--- config.mk ---
export PLATFORM = sky130hd
export DESIGN_NAME = ped_request_latch
export DESIGN_NICKNAME = d
export VERILOG_FILES = /design/src/rtl/ped_request_latch_pkg.sv /design/src/rtl/ped_request_latch_debounce.sv /design/src/rtl/ped_request_latch.sv
export SDC_FILE = /design/constraint.sdc
export NUM_CORES = 1
export LEC_CHECK = 0
export ABC_AREA = 1
export CORE_MARGIN = 2
export CORE_UTILIZATION = 52
export CTS_CLUSTER_SIZE = 10
export DETAILED_ROUTE_END_ITERATION = 8
export GPL_ROUTABILITY_DRIVEN = 1
export PLACE_DENSITY_LB_ADDON = 0.05
export REMOVE_ABC_BUFFERS = 1
export SLEW_MARGIN = 40
export SYNTH_ARGS = -nofsm -noshare
export SYNTH_HDL_FRONTEND = slang
export SYNTH_HIERARCHICAL = 1
export SYNTH_SLANG_ARGS = --single-unit
export TNS_END_PERCENT = 50
--- constraint.sdc ---
create_clock -name clk -period 3.8 [get_ports clk]
set_clock_uncertainty 0.05 [all_clocks]
set_input_delay 0.76 -clock clk [delete_from_list [all_inputs] [get_ports clk]]
set_output_delay 0.76 -clock clk [all_outputs]
set_load 0.01 [all_outputs]
--- src/rtl/ped_request_latch_pkg.sv ---
// Shared definitions for the crosswalk request front end: the debounce state
// encoding and the helper that sizes the debounce counter.
package ped_request_latch_pkg;

    typedef enum logic [1:0] {
        STABLE_LO = 2'd0,
        CNT_HI    = 2'd1,
        STABLE_HI = 2'd2,
        CNT_LO    = 2'd3
    } deb_state_e;

    // Counter must hold values up to DEBOUNCE_CYCLES inclusive.
    function automatic int cnt_width(input int cycles);
        return (cycles < 1) ? 1 : $clog2(cycles + 1);
    endfunction

endpackage

--- src/rtl/ped_request_latch_debounce.sv ---
// One push-button channel: synchronizer chain, debounce FSM and a one-cycle
// press pulse raised when the debounced level rises.
module ped_debounce
    import ped_request_latch_pkg::*;
#(
    parameter int SYNC_STAGES     = 2,
    parameter int DEBOUNCE_CYCLES = 4
) (
    input  logic clk,
    input  logic reset,
    input  logic i_btn,
    output logic o_level_next,
    output logic o_press
);

    localparam int            CW   = cnt_width(DEBOUNCE_CYCLES);
    localparam logic [CW-1:0] LAST = CW'(DEBOUNCE_CYCLES - 1);
    localparam logic [CW-1:0] ONE  = CW'(1);

    logic [SYNC_STAGES-1:0] r_sync;
    logic                   w_s;
    deb_state_e             r_state;
    deb_state_e             w_stateNext;
    logic [CW-1:0]          r_cnt;
    logic [CW-1:0]          w_cntNext;
    logic                   w_level;

    always_ff @(posedge clk or posedge reset) begin
        if (reset) begin
            r_sync  <= '0;
            r_state <= STABLE_LO;
            r_cnt   <= '0;
        end else begin
            r_sync  <= {r_sync[SYNC_STAGES-2:0], i_btn};
            r_state <= w_stateNext;
            r_cnt   <= w_cntNext;
        end
    end

    assign w_s = r_sync[SYNC_STAGES-1];

    always_comb begin
        w_stateNext = r_state;
        w_cntNext   = r_cnt;
        case (r_state)
            STABLE_LO: begin
                if (w_s) begin
                    if (DEBOUNCE_CYCLES == 1) begin
                        w_stateNext = STABLE_HI;
                        w_cntNext   = '0;
                    end else begin
                        w_stateNext = CNT_HI;
                        w_cntNext   = ONE;
                    end
                end
            end
            CNT_HI: begin
                if (!w_s) begin
                    w_stateNext = STABLE_LO;
                    w_cntNext   = '0;
                end else if (r_cnt == LAST) begin
                    w_stateNext = STABLE_HI;
                    w_cntNext   = '0;
                end else begin
                    w_cntNext = r_cnt + ONE;
                end
            end
            STABLE_HI: begin
                if (!w_s) begin
                    if (DEBOUNCE_CYCLES == 1) begin
                        w_stateNext = STABLE_LO;
                        w_cntNext   = '0;
                    end else begin
                        w_stateNext = CNT_LO;
                        w_cntNext   = ONE;
                    end
                end
            end
            CNT_LO: begin
                if (w_s) begin
                    w_stateNext = STABLE_HI;
                    w_cntNext   = '0;
                end else if (r_cnt == LAST) begin
                    w_stateNext = STABLE_LO;
                    w_cntNext   = '0;
                end else begin
                    w_cntNext = r_cnt + ONE;
                end
            end
            default: begin
                w_stateNext = STABLE_LO;
                w_cntNext   = '0;
            end
        endcase
    end

    // A bounce back from CNT_LO to STABLE_HI is not a new press, so the pulse
    // keys on the debounced level rising rather than on entering STABLE_HI alone.
    assign w_level      = (r_state == STABLE_HI) || (r_state == CNT_LO);
    assign o_level_next = (w_stateNext == STABLE_HI) || (w_stateNext == CNT_LO);
    assign o_press      = o_level_next && !w_level;

endmodule

--- src/rtl/ped_request_latch.sv ---
// Crosswalk request front end: two debounced buttons feeding sticky walk
// requests, an arrival-order flag and a debug level indicator.
module ped_request_latch
    import ped_request_latch_pkg::*;
#(
    parameter int SYNC_STAGES     = 2,
    parameter int DEBOUNCE_CYCLES = 4
) (
    input  logic clk,
    input  logic reset,
    input  logic north_btn,
    input  logic west_btn,
    input  logic north_ack,
    input  logic west_ack,
    output logic north_ped_sig,
    output logic west_ped_sig,
    output logic first_is_west,
    output logic debug
);

    logic w_northLevelNext;
    logic w_westLevelNext;
    logic w_northPress;
    logic w_westPress;
    logic w_northReqNext;
    logic w_westReqNext;
    logic w_firstNext;
    logic r_northReq;
    logic r_westReq;
    logic r_firstIsWest;
    logic r_debug;

    ped_debounce #(
        .SYNC_STAGES     (SYNC_STAGES),
        .DEBOUNCE_CYCLES (DEBOUNCE_CYCLES)
    ) u_north (
        .clk          (clk),
        .reset        (reset),
        .i_btn        (north_btn),
        .o_level_next (w_northLevelNext),
        .o_press      (w_northPress)
    );

    ped_debounce #(
        .SYNC_STAGES     (SYNC_STAGES),
        .DEBOUNCE_CYCLES (DEBOUNCE_CYCLES)
    ) u_west (
        .clk          (clk),
        .reset        (reset),
        .i_btn        (west_btn),
        .o_level_next (w_westLevelNext),
        .o_press      (w_westPress)
    );

    // A press in the same cycle as an ack wins, so a fresh request is never lost.
    assign w_northReqNext = w_northPress || (r_northReq && !north_ack);
    assign w_westReqNext  = w_westPress  || (r_westReq  && !west_ack);

    // With both pending, the one already held is older; a tie goes to north.
    always_comb begin
        w_firstNext = w_westReqNext;
        if (w_northReqNext && w_westReqNext) begin
            if (r_northReq && r_westReq) begin
                w_firstNext = r_firstIsWest;
            end else begin
                w_firstNext = r_westReq && !r_northReq;
            end
        end
    end

    always_ff @(posedge clk or posedge reset) begin
        if (reset) begin
            r_northReq    <= 1'b0;
            r_westReq     <= 1'b0;
            r_firstIsWest <= 1'b0;
            r_debug       <= 1'b0;
        end else begin
            r_northReq    <= w_northReqNext;
            r_westReq     <= w_westReqNext;
            r_firstIsWest <= w_firstNext;
            r_debug       <= w_northLevelNext || w_westLevelNext;
        end
    end

    assign north_ped_sig = r_northReq;
    assign west_ped_sig  = r_westReq;
    assign first_is_west = r_firstIsWest;
    assign debug         = r_debug;

endmodule

==> results of run 1 <==
==> how the worst min path moves through the flow <==
| stage | slack, ns | from | to |
|---|---|---|---|
| after detailed placement | 0.29 | u_west/r_sync[0] | u_west/r_sync[1] |
| after floorplan | 0.28 | u_north/r_sync[0] | u_north/r_sync[1] |
| after CTS | 0.31 | u_west/r_sync[0] | u_west/r_sync[1] |
| after global placement | 0.28 | u_north/r_sync[0] | u_north/r_sync[1] |
| final | 0.31 | u_west/r_sync[0] | u_west/r_sync[1] |
| after global routing | 0.32 | u_west/r_sync[0] | u_west/r_sync[1] |
==> state kept, by name, summed over array words and instances (netlist names) <==
signal	count
u_west/r_sync	2
north_ped_sig	1
u_north/r_cnt	3
west_ped_sig	1
debug	1
u_north/r_state	2
first_is_west	1
u_west/r_state	2
u_west/r_cnt	3
u_north/r_sync	2
==> metal layers <==
| metal | share of wire [%] | vias to the layer above | global-route usage (%) |
|---|---|---|---|
| met2 | 42 | 12 | 19.70 |
| met4 | 0.91 | 0 | 9.091 |
| li1 | - | 309 | - |
| met5 | 0 | - | 0 |
| met1 | 53 | 262 | 23.12 |
| met3 | 3.1 | 2 | 2.553 |
==> final cells by class <==
class	instances	share of cell area, %
repair buffers	9	9.499
well taps	16	2.111
flip-flops and latches	18	47.49
inverters	20	7.916
clock buffers	4	3.826
multi-input cells	55	29.16
==> kinds of logic after synthesis <==
group	count (synthesis)	share of synthesized area [%]
compound gates	6	4.681
simple gates	47	26.68
buf+inv	20	9.360
fa+ha+maj	2	3.120
flops	18	56.16
==> metrics by stage <==
step           utilization (%)  hold slack [ns]
2_1_floorplan                -           0.2812
3_3_place_gp             61.99           0.2817
3_5_place_dp             61.99           0.2855
4_1_cts                  64.46           0.3100
5_1_grt                  64.46           0.3162
6_report                 64.46           0.3074
==> cell usage in the layout (no fill, tap or decap) <==
cell | netlist | routed
clkbuf_4 | 0 | 3
clkbuf_8 | 0 | 1
nand3_1 | 10 | 10
o21ai_0 | 2 | 2
nand2_1 | 20 | 20
nand3b_1 | 2 | 2
a21oi_2 | 2 | 2
or2_1 | 1 | 1
ha_1 | 2 | 2
clkdlybuf4s50_1 | 0 | 9
o21ai_1 | 2 | 2
nor2_1 | 8 | 8
inv_1 | 18 | 18
nand2_2 | 4 | 4
nor2_2 | 2 | 2
inv_2 | 2 | 2
dfrtp_1 | 18 | 18
==> power groups by stage <==
stage | logic, mW | registers (mW) | clock network [mW]
finish | 0.181 | 0.279 | 0.115
global route | 0.212 | 0.285 | 0.130
CTS | 0.184 | 0.279 | 0.123
detailed placement | 0.183 | 0.283 | 0
global placement | 0.179 | 0.283 | 0
floorplan | 0.129 | 0.281 | 0
==> results.sh, run 1 <==
export IMPL_clock_power_share_pct=20.0
export IMPL_final_cells=122
export IMPL_worstMarginPinSlew_ns=0.2973
export IMPL_r2r_cells=6
export IMPL_crit_slowest_cell="clkdlybuf4s50_1"
export IMPL_antenna_cells=0
export IMPL_async_flop_share_pct=100.0
export IMPL_switching_share_pct=34.35
export IMPL_regArea_sq_um=450.4
export IMPL_die_w_microns=43.27
export IMPL_setup_ws_ns=1.762
export IMPL_rsz0062_at_grt="false"
export IMPL_dpl_hpwl_microns=908.8
export IMPL_synth_warnings=6
export IMPL_worst_path_buf_inv=1
export IMPL_row_count=14
export IMPL_drive_gt1_share_pct=13.21
export IMPL_p_int_mw=0.3780
export IMPL_tritoncts="yes"
export IMPL_vias_per_cell=4.795
export IMPL_ys_types=14
export IMPL_final_area_sq_um=948.4
export IMPL_slew_viol_final=0
export IMPL_max_freq_mhz=490.7
export IMPL_critPathRequiredTime_ns=2.99
export IMPL_cts_max_level=1
export IMPL_yosysMostFrequentCell="nand2_1"
export IMPL_setup_viol=0
export IMPL_multiInputGateArea_sq_um=276.5
export IMPL_slowest_delay_ns=0.55
export IMPL_cts_setup_buffers=0
export IMPL_cts_repair_resized=0
export IMPL_cts_sinks=18
export IMPL_slew_headroom_pct=80.16
export IMPL_track_usage_pct=15.12
export IMPL_ys_seq_elements=18
export IMPL_area_delta_synth_final_pct=18.25
export IMPL_cts_buffers=3
export IMPL_crit_chain="clkdlybuf4s50_1"
export IMPL_vias=585
export IMPL_synth_main_ff_cell="dfrtp_1"
export IMPL_setup_worst_path_class="reg2out"
export IMPL_postPlaceCellArea_sq_um=912.1
export IMPL_clk_latency_ns=0.28
export IMPL_coreArea_sq_mm=0.001471
export IMPL_netlist_instances=93
export IMPL_place_congestion=0.7837
export IMPL_drcViolationCount=0
export IMPL_finalHoldViolCount=0
export IMPL_clock_root_buffer="clkbuf_4"
export IMPL_seqPwrFrac_pct=48.5
export IMPL_r2r_slack_ns=2.43
export IMPL_grt_pass1_wl_microns=2049
export IMPL_place_ws_ns=2.085
export IMPL_synth_edf_count=0
export IMPL_synth_top_area_share_pct=56.16
export IMPL_power_mw=0.5759
export IMPL_cap_violations=0
export IMPL_final_nets=115
export IMPL_drt_iter0_markers=9
export IMPL_initial_utilization_pct=54.51
export IMPL_worstPathMaxFanout=3
export IMPL_grt_max_degree=11
export IMPL_cp_end_kind="output pin"
export IMPL_drt_first_pass_iters=4
export IMPL_ir_worst_vdd_v=0.0002920
export IMPL_syn_area_sq_um=802.0
export IMPL_combPwrFrac_pct=31.5
export IMPL_post_place_cells=118
export IMPL_setup_tns_ns=0
export IMPL_period_share_pct=53.63
export IMPL_hold_path_class="reg2reg"
export IMPL_period_minus_slack_ns=2.038
export IMPL_critPathArrivalTime_ns=1.23
export IMPL_critical_path_depth=1
export IMPL_wl_microns=1203
export IMPL_cts_hold_buffers=0
export IMPL_fillCellCount=145
export IMPL_overflow=0
export IMPL_crit_start="west_ped_sig"
export IMPL_ios=10
export IMPL_port_buffers=9
export IMPL_post_drt_wl_per_cell_microns=9.861
export IMPL_synthTopCellsByCount="20 x nand2_1, 18 x dfrtp_1, 18 x inv_1"
export IMPL_die_area_sq_mm=0.001872
export IMPL_start_kind="flip-flop"
export IMPL_synth_area_leaders="dfrtp_1 56%, nand2_1 9.4%, inv_1 8.4%"
export IMPL_worstSetupEndpoint="west_ped_sig"
export IMPL_whs_path_depth=0
export IMPL_synth_area_per_cell_sq_um=8.624
export IMPL_grt_pass1_vias=493
export IMPL_yosysSeqAreaShare_pct=56.16
export IMPL_regToRegStartpoint="u_west/r_cnt[0]"
export IMPL_synth_area_leader_cell="dfrtp_1"
export IMPL_detail_route_antenna_nets=0
export IMPL_leakage_nw=0.4987
export IMPL_powerDensity_mw_per_mm2=607.2
export IMPL_cts_buffer_depth=2
export IMPL_antenna_found_initial=0
export IMPL_status="finished, final reports clean"
export IMPL_path_clk_slew_ns=0.10
export IMPL_timing_rr_end="debug"
export IMPL_die_h_microns=43.27
export IMPL_p_switching_mw=0.1978
export IMPL_critical_path_top_delay_family="buffers and inverters"
Note: power is estimated with default switching activity, not from simulation.
==> inputs of run 2 (changes only) <==
- CORE_UTILIZATION: 52 -> 47
- clock period: 3.8 -> 1.7 ns (I/O delays scaled with it)
==> results.sh, run 2 (synthesized netlist as in run 1, its figures left out) <==
export IMPL_cap_violations=0
export IMPL_status="finished, final reports clean"
export IMPL_cts_buffer_depth=2
export IMPL_wl_microns=1320
export IMPL_clock_root_buffer="clkbuf_4"
export IMPL_crit_slowest_cell="clkdlybuf4s50_1"
export IMPL_critPathArrivalTime_ns=1.23
export IMPL_worst_path_buf_inv=1
export IMPL_final_area_sq_um=950.9
export IMPL_final_nets=115
export IMPL_drt_iter0_markers=12
export IMPL_reg_largest_list="u_north/r_cnt x3, u_west/r_cnt x3"
export IMPL_slew_headroom_pct=81.40
export IMPL_setup_tns_ns=0
export IMPL_vias=593
export IMPL_cp_end_kind="output pin"
export IMPL_ios=10
export IMPL_drive_gt1_share_pct=13.21
export IMPL_row_count=14
export IMPL_path_clk_slew_ns=0.10
export IMPL_clk_latency_ns=0.29
export IMPL_coreArea_sq_mm=0.001559
export IMPL_max_freq_mhz=617.4
export IMPL_detail_route_antenna_nets=0
export IMPL_critPathRequiredTime_ns=1.31
export IMPL_drt_first_pass_iters=4
export IMPL_grt_pass1_vias=587
export IMPL_initial_utilization_pct=51.44
export IMPL_slew_viol_final=0
export IMPL_mostFrequentLayoutCell="nand2_1"
export IMPL_antenna_found_initial=0
export IMPL_cts_repair_resized=0
export IMPL_die_area_sq_mm=0.002053
export IMPL_track_usage_pct=16.88
export IMPL_period_share_pct=95.28
export IMPL_drcViolationCount=0
export IMPL_cts_setup_buffers=0
export IMPL_antenna_cells=0
export IMPL_grt_max_degree=11
export IMPL_vias_per_cell=4.861
export IMPL_slowest_delay_ns=0.55
export IMPL_worstPathMaxFanout=3
export IMPL_rsz0062_at_grt="false"
export IMPL_area_delta_synth_final_pct=18.56
export IMPL_finalHoldViolCount=0
export IMPL_final_cell_mix="20 x nand2_1, 18 x inv_1, 18 x dfrtp_1, 10 x nand3_1"
export IMPL_hold_path_class="in2async"
export IMPL_grt_pass1_wl_microns=2449
export IMPL_die_w_microns=45.31
export IMPL_ir_worst_vdd_v=0.0005964
export IMPL_overflow=0
export IMPL_setup_viol=0
export IMPL_tritoncts="yes"
export IMPL_cts_buffers=3
export IMPL_period_minus_slack_ns=1.620
export IMPL_cts_sinks=18
export IMPL_start_kind="flip-flop"
export IMPL_cts_max_level=1
export IMPL_leakage_nw=0.5168
export IMPL_post_drt_wl_per_cell_microns=10.82
export IMPL_setup_worst_path_class="reg2out"
export IMPL_critical_path_top_delay_family="buffers and inverters"
export IMPL_postPlaceCellArea_sq_um=912.1
export IMPL_die_h_microns=45.31
export IMPL_place_congestion=0.8400
export IMPL_crit_chain="clkdlybuf4s50_1"
export IMPL_dpl_hpwl_microns=1034
export IMPL_port_buffers=9
export IMPL_powerDensity_mw_per_mm2=1362
export IMPL_worstMarginPinSlew_ns=0.2787
export IMPL_cts_hold_buffers=0
-- run 2: cell types whose count changed in the layout (fill, tap and decap cells not counted) --
| cell | delta |
|---|---|
| dlymetal6s2s_1 | +1 |
| clkdlybuf4s50_1 | -1 |
-- run 2: power by group --
part           switching [mW]  internal, mW  leakage [nW]
Combinational           0.233         0.177         0.271
Sequential             0.0898         0.538         0.225
Clock                   0.127         0.130        0.0210
-- run 2: routing by layer --
layer / vias to the layer above / wire length (microns) / global-route usage [%]
met4: 0 / 10 / 7.059
met3: 2 / 49 / 4.800
li1: 309 / - / -
met2: 10 / 601 / 25.14
met1: 272 / 658 / 23.06
met5: - / 0 / 0
-- run 2: final timing paths --
check / cells past startpoint / to / startpoint / slack [ns]
hold reg to reg: 0 / u_north/r_sync[1] / u_north/r_sync[0] / 0.31
min in group clk: 0 / u_north/r_sync[1] / u_north/r_sync[0] / 0.31
setup / recovery: 1 / west_ped_sig / west_ped_sig / 0.08
setup reg to reg: 6 / debug / u_north/r_cnt[0] / 0.32
max in group asynchronous: 2 / u_north/r_state[0] / reset / 1.10
hold / removal: 2 / first_is_west / reset / 0.24
-- run 2: final cells by class --
class / instances / area (sq um)
Inverter: 20 / 75.07
Sequential cell: 18 / 450.4
Clock buffer: 4 / 36.28
Multi-Input combinational cell: 55 / 276.5
Fill cell: 142 / 608.1
Timing Repair Buffer: 9 / 92.59
Tap cell: 16 / 20.02
-- run 2: per-stage QoR --
stage / hold slack [ns] / power (mW) / utilization (%) / setup WS [ns] / std cells
final: 0.2416 / 1.295 / 61.00 / 0.08029 / 122
after global routing: 0.2452 / 1.410 / 61.00 / 0.01495 / 122
after CTS: 0.2413 / 1.315 / 60.83 / 0.03992 / 122
after detailed placement: 0.2897 / 1.052 / 58.51 / 0.3351 / 118
after global placement: 0.2834 / 1.038 / 58.51 / 0.3782 / 118
after floorplan: 0.05608 / 0.9158 / - / 0.4606 / 93
==> inputs of run 3 (changes only) <==
- CORE_MARGIN: 2 -> 4
==> results.sh, run 3 (synthesized netlist as in run 1, its figures left out) <==
export IMPL_crit_chain="clkdlybuf4s50_1"
export IMPL_powerDensity_mw_per_mm2=1370
export IMPL_clock_root_buffer="clkbuf_4"
export IMPL_critical_path_top_delay_family="buffers and inverters"
export IMPL_mostFrequentLayoutCell="nand2_1"
export IMPL_period_minus_slack_ns=1.644
export IMPL_cts_hold_buffers=0
export IMPL_reg_largest_list="u_north/r_cnt x3, u_west/r_cnt x3"
export IMPL_grt_pass1_wl_microns=2408
export IMPL_place_congestion=0.7416
export IMPL_post_drt_wl_per_cell_microns=11.07
export IMPL_postLayoutCoreUtil_pct=60.83
export IMPL_clk_latency_ns=0.29
export IMPL_port_buffers=9
export IMPL_path_clk_slew_ns=0.10
export IMPL_track_usage_pct=13.32
export IMPL_cts_setup_buffers=0
export IMPL_place_ws_ns=0.3541
export IMPL_die_h_microns=49.31
export IMPL_antenna_cells=0
export IMPL_setup_ws_ns=0.05641
export IMPL_period_share_pct=96.68
export IMPL_area_delta_synth_final_pct=18.25
export IMPL_critPathArrivalTime_ns=1.25
export IMPL_drt_first_pass_iters=4
export IMPL_cts_sinks=18
export IMPL_hold_path_class="in2async"
export IMPL_regToRegStartpoint="u_north/r_cnt[0]"
export IMPL_detail_route_antenna_nets=0
export IMPL_slew_viol_final=0
export IMPL_post_place_cells=118
export IMPL_die_w_microns=49.31
export IMPL_drive_gt1_share_pct=13.21
export IMPL_wl_microns=1351
export IMPL_power_mw=1.299
export IMPL_critPathRequiredTime_ns=1.31
export IMPL_antenna_found_initial=0
export IMPL_r2r_cells=6
export IMPL_worstPathMaxFanout=3
export IMPL_crit_slowest_cell="clkdlybuf4s50_1"
export IMPL_die_area_sq_mm=0.002431
export IMPL_cts_repair_resized=0
export IMPL_slowest_delay_ns=0.56
export IMPL_setup_tns_ns=0
export IMPL_cap_violations=0
export IMPL_vias_per_cell=4.803
export IMPL_grt_pass1_vias=578
export IMPL_rsz0062_at_grt="false"
export IMPL_slew_headroom_pct=79.95
export IMPL_initial_utilization_pct=51.44
export IMPL_final_cell_mix="20 x nand2_1, 18 x inv_1, 18 x dfrtp_1, 10 x nand3_1, 9 x clkdlybuf4s50_1"
export IMPL_start_kind="flip-flop"
export IMPL_max_freq_mhz=608.4
export IMPL_vias=586
export IMPL_grt_max_degree=11
export IMPL_drcViolationCount=0
export IMPL_finalHoldViolCount=0
export IMPL_setup_worst_path_class="reg2out"
export IMPL_ir_worst_vdd_v=0.0005868
export IMPL_worst_path_buf_inv=1
export IMPL_cts_buffer_depth=2
export IMPL_cts_buffers=3
export IMPL_timing_rr_end="debug"
export IMPL_row_count=14
export IMPL_tritoncts="yes"
export IMPL_worstMarginPinSlew_ns=0.3005
export IMPL_leakage_nw=0.4987
export IMPL_drt_iter0_markers=18
export IMPL_setup_viol=0
export IMPL_cp_end_kind="output pin"
export IMPL_cts_max_level=1
export IMPL_status="finished, final reports clean"
export IMPL_dpl_hpwl_microns=1047
export IMPL_overflow=0
export IMPL_r2r_slack_ns=0.34
export IMPL_final_nets=115
export IMPL_final_cells=122
export IMPL_ios=10
export IMPL_coreArea_sq_mm=0.001559
==> run 3: layout make-up <==
cell class / count / area [sq um]
clock buffer: 4 / 36.28
fill: 133 / 610.6
inverter: 20 / 75.07
multi-input combinational: 55 / 276.5
sequential: 18 / 450.4
tap: 16 / 20.02
timing repair buffer: 9 / 90.09
==> run 3: through the flow <==
step | cell area, sq um | hold slack [ns]
after floorplan | 802.0 | 0.05608
after global placement | 912.1 | 0.2829
after detailed placement | 912.1 | 0.2865
after CTS | 948.4 | 0.2138
after global routing | 948.4 | 0.2100
final | 948.4 | 0.2153
==> run 3: worst max-delay path by stage <==
| stage | cells past startpoint | slack, ns | endpoint | from |
|---|---|---|---|---|
| after detailed placement | 6 | 0.35 | debug | u_north/r_cnt[0] |
| final | 1 | 0.06 | west_ped_sig | west_ped_sig |
| after global placement | 6 | 0.38 | debug | u_north/r_cnt[0] |
| after global routing | 1 | 0.006 | west_ped_sig | west_ped_sig |
| after CTS | 1 | 0.04 | north_ped_sig | north_ped_sig |
| after floorplan | 6 | 0.46 | debug | u_west/r_cnt[0] |
==> run 3: where the power goes <==
group / total [mW] / internal [mW] / switching [mW]
clock network: 0.261 / 0.131 / 0.131
registers: 0.629 / 0.538 / 0.0912
logic: 0.408 / 0.178 / 0.231
==> run 3: metal layers <==
layer | track usage (%) | share of wire (%) | vias up
met1 | 16.80 | 49 | 262
met3 | 4.281 | 4.4 | 4
li1 | - | - | 310
met5 | 0 | 0 | -
met4 | 8.531 | 1.6 | 0
met2 | 19.42 | 45 | 10
